===== src/rtl/usf_pkg.sv =====
// Shared constants and helpers for the unlimited-sampling recovery path.
package usf_pkg;

  // Binomial coefficient C(n, k) for small difference orders.
  function automatic int binom(input int n, input int k);
    int c;
    c = 1;
    for (int i = 0; i < k; i++) begin
      c = c * (n - i) / (i + 1);
    end
    return c;
  endfunction

  // Internal difference width: the Nth difference of WIDTH-bit samples
  // grows by at most ORDER bits, plus one bit of margin.
  function automatic int calc_dw(input int width, input int order);
    return width + order + 1;
  endfunction

  // Fold a value into [-lambda, lambda) with period 2*lambda, using the
  // non-negative modulo so negative inputs wrap the same way as positive.
  function automatic logic signed [63:0] fold(input logic signed [63:0] d,
                                              input int lambda);
    logic signed [63:0] p;
    logic signed [63:0] m;
    p = 64'(2 * lambda);
    m = (d + 64'(lambda)) % p;
    if (m < 0) m = m + p;
    return m - 64'(lambda);
  endfunction

endpackage


===== src/rtl/modulo_fold.sv =====
// Combinational fold of a wide difference into [-LAMBDA, LAMBDA).
module modulo_fold
  import usf_pkg::*;
#(
  parameter int DW     = 18,
  parameter int LAMBDA = 10
) (
  input  logic signed [DW-1:0] d,
  output logic signed [DW-1:0] f
);

  // The mod-by-constant path lives here alone so it can be timed in isolation.
  assign f = DW'(fold(64'(d), LAMBDA));

endmodule


===== src/rtl/modulo_residual_diff.sv =====
// Nth finite difference of folded samples, emitting M(d) - d, which is
// always a multiple of 2*LAMBDA.
module modulo_residual_diff
  import usf_pkg::*;
#(
  parameter int WIDTH  = 16,
  parameter int LAMBDA = 10,
  parameter int ORDER  = 1
) (
  input  logic                    clk,
  input  logic                    reset,
  input  logic                    valid_in,
  input  logic signed [WIDTH-1:0] sample_in,
  output logic                    valid_out,
  output logic signed [WIDTH-1:0] residual_diff_out,
  output logic                    range_err
);

  localparam int DW = calc_dw(WIDTH, ORDER);
  localparam int CW = $clog2(ORDER + 1);
  localparam logic signed [WIDTH-1:0] LO = WIDTH'(-LAMBDA);
  localparam logic signed [WIDTH-1:0] HI = WIDTH'(LAMBDA - 1);

  if (((64'sd1 << ORDER) + 64'sd1) * 64'(LAMBDA) >= (64'sd1 << (WIDTH - 1)) ||
      ORDER < 1 || ORDER > 4 || LAMBDA < 1) begin : g_param_check
    $fatal(1, "modulo_residual_diff: illegal WIDTH/LAMBDA/ORDER combination");
  end

  logic signed [WIDTH-1:0] hist [1:ORDER];
  logic [CW-1:0]           count;
  logic signed [DW-1:0]    taps [0:ORDER];
  logic signed [DW-1:0]    diff;
  logic signed [DW-1:0]    coef;
  logic signed [DW-1:0]    d1;
  logic                    valid1;
  logic signed [DW-1:0]    folded;
  logic signed [DW-1:0]    resid;
  logic                    warm;
  logic                    out_of_range;

  assign warm         = (count == CW'(ORDER));
  assign out_of_range = (sample_in < LO) || (sample_in > HI);

  // Signed binomial-weighted sum of the current sample and the history.
  always_comb begin
    // NOTE: every variable gets a default before any branch so no latch is inferred.
    diff    = '0;
    coef    = '0;
    taps[0] = DW'(sample_in);
    for (int i = 1; i <= ORDER; i++) taps[i] = DW'(hist[i]);
    for (int i = 0; i <= ORDER; i++) begin
      coef = DW'(binom(ORDER, i));
      if (i % 2 == 0) diff = diff + coef * taps[i];
      else            diff = diff - coef * taps[i];
    end
  end

  // Stage 1: history shift, warm-up count, range flag, and registered difference.
  always_ff @(posedge clk) begin
    if (reset) begin
      // NOTE: the history is small and must restart from zero, so it is reset like any flop.
      for (int i = 1; i <= ORDER; i++) hist[i] <= '0;
      count     <= '0;
      d1        <= '0;
      valid1    <= 1'b0;
      range_err <= 1'b0;
    end else begin
      // NOTE: non-blocking assignments so every register samples pre-edge values.
      valid1 <= valid_in && warm;
      if (valid_in) begin
        d1      <= diff;
        hist[1] <= sample_in;
        for (int i = 2; i <= ORDER; i++) hist[i] <= hist[i-1];
        if (!warm) count <= count + CW'(1);
        if (out_of_range) range_err <= 1'b1;
      end
    end
  end

  modulo_fold #(
    .DW     (DW),
    .LAMBDA (LAMBDA)
  ) u_fold (
    .d (d1),
    .f (folded)
  );

  assign resid = folded - d1;

  // Stage 2: registered residual; holds its last value across bubbles.
  always_ff @(posedge clk) begin
    if (reset) begin
      valid_out         <= 1'b0;
      residual_diff_out <= '0;
    end else begin
      valid_out <= valid1;
      if (valid1) residual_diff_out <= resid[WIDTH-1:0];
    end
  end

endmodule


===== config.mk =====
export PLATFORM = sky130hd
export DESIGN_NAME = modulo_residual_diff
export DESIGN_NICKNAME = d
export VERILOG_FILES = /design/src/rtl/usf_pkg.sv /design/src/rtl/modulo_fold.sv /design/src/rtl/modulo_residual_diff.sv
export SDC_FILE = /design/constraint.sdc
export NUM_CORES = 1
export LEC_CHECK = 0
export ABC_AREA = 1
export CAP_MARGIN = 10
export CORE_MARGIN = 10
export CORE_UTILIZATION = 55
export CTS_CLUSTER_SIZE = 14
export DETAILED_ROUTE_END_ITERATION = 6
export DONT_BUFFER_PORTS = 1
export HOLD_SLACK_MARGIN = 0.15
export PLACE_DENSITY = 0.69
export SKIP_CTS_REPAIR_TIMING = 1
export SYNTH_ARGS = -nofsm -noshare
export SYNTH_HDL_FRONTEND = slang
export SYNTH_HIERARCHICAL = 1
export SYNTH_SLANG_ARGS = --single-unit

===== constraint.sdc =====
create_clock -name clk -period 10.9 [get_ports clk]
set_input_delay 2.18 -clock clk [delete_from_list [all_inputs] [get_ports clk]]
set_output_delay 2.18 -clock clk [all_outputs]
set_load 0.01 [all_outputs]

==> impl_metrics.tcl <==
set metrics [dict create \
    postRouteAntennaNets 0 \
    portBuffers 0 \
    clk_pin_slew_ps 70 \
    antenna_cells 0 \
    critical-path-slowest-cell "dfxtp_1" \
    grtUsageMet2_pct 28.74 \
    fin_nets 1206 \
    avgSynthCellArea_um2 5.726 \
    drt-vias-per-instance 4.978 \
    cpPeakStageDelay_ps 400 \
    grt_setup_unrepaired "no" \
    endpoint_kind "flip-flop" \
    core_area_um2 11560 \
    grt_max_degree 31 \
    synthesis.area_um2 6596 \
    netlist_instances 1152 \
    post-route-drc-count 0 \
    hpwlAfterDp_mm 12.08 \
    dr.pass1.iters 5 \
    worst_skew_pair.late_latency_ps 300 \
    status "finished clean" \
    fin_setup_tns_ps 0 \
    fill_cells 1170 \
    path_class "reg -> reg" \
    finalSetupViolations 0 \
    die_x_um 129.5 \
    final_cell_mix "374 x nand2_1, 198 x inv_1, 120 x nand3_1, 105 x nor2_1, 53 x nand2_2" \
    grt_overflow 0 \
    layout_commonest_cell "nand2_1" \
    wire_per_inst_um 11.18 \
    clock_skew_ps 8.455 \
    drt_iter0_drc 363 \
    vias 6436 \
    tightest_slew_ps 937.4 \
    grt_pass1_wl_mm 24.95 \
    start_util_pct 57.04 \
    crit_fanout 7 \
    maxCapViolations 0 \
    routed_wirelength_mm 14.46 \
    ys_warn_count 6 \
    required_ps 11100 \
    slew_violations 0 \
    grt_usage_pct 17.41 \
    routabilityCongestion 0.8921 \
    hold_class "reg -> reg" \
    drive_gt1_share_pct 11.22 \
    cts_tree "built" \
    cts_max_path_buffers 2 \
    cts_root_buf "clkbuf_16" \
    cts_sinks 53 \
    critPathLaunchType "flip-flop" \
    num_rows 39 \
    worstPathArrival_ps 9050 \
    die_y_um 129.5 \
    dieArea_um2 16770 \
    h-tree-depth 2 \
    fin_crit_ps 8847 \
    timing.hold.ws_ps 437.9 \
    syn-num-nets 1209 \
    grt_util_met3_pct 3.100 \
    io_pins 37 \
    top_usage_layer "met2" \
    first_global_vias 5738 \
    max-slew-margin-rel_pct 37.42 \
    met1_usage_pct 23.30 \
    final.period_utilization_pct 81.17 \
    path_common_cell "nand2_1" \
    area_delta_synth_final_pct 4.116 \
    final_hold_viol_count 0 \
    antenna_found_initial 0 \
    cts-buffers-inserted 5 \
    clock.fmax_mhz 113.0 \
]
-- registers in the layout, summed over array words and instances, names as in the netlist --
signal	count
count	1
d1	17
hist	16
range_err	1
residual_diff_out	16
valid1	1
valid_out	1
-- path summary, 6_finish.rpt --
path,cells after the start,from,to,slack (ps)
worst max-delay path,91,d1[1],residual_diff_out[11],2050
worst min-delay path,2,count,valid1,440
worst max register to register,91,d1[1],residual_diff_out[11],2050
worst min register to register,2,count,valid1,440
-- routing by layer --
| layer | part of all wire [%] | up-vias |
|---|---|---|
| met5 | 0 | - |
| met4 | 1.1 | 0 |
| met3 | 4.8 | 11 |
| met2 | 44 | 90 |
| met1 | 51 | 2763 |
| li1 | - | 3572 |
-- area by class of cell --
class                   instances  area [µm²]  share of cell area, %
well taps                     143       178.9                  2.605
clock inverters                 3       26.28                 0.3826
inverters                     225       844.6                  12.30
flip-flops and latches         53        1221                  17.78
clock buffers                   5       125.1                  1.822
multi-input cells             863        4464                  65.00
repair buffers                  1       7.507                 0.1093
-- per-stage QoR --
stage / utilization (%) / setup WS, ps / cells / area [µm²]
after floorplan: - / 3185 / 1152 / 6596
after global placement: 58.08 / 2164 / 1285 / 6716
after detailed placement: 58.08 / 2072 / 1285 / 6716
after CTS: 59.39 / 2030 / 1293 / 6868
after global routing: 59.39 / 764.4 / 1293 / 6868
final: 59.39 / 2053 / 1293 / 6868
-- critical path, delay by kind of cell, from the launching register on --
kind | cells | cell delay (ps)
AO/OA/AOI/OAI | 5 | 830
AND/OR/NAND/NOR | 71 | 5970
adder cells (fa/ha/maj) | 3 | 780
flip-flops | 1 | 400
buffers and inverters | 12 | 720
Power is left out: the tool's default activity adds up to more than one toggle a clock period on the data nets, which glitch-free logic cannot reach.
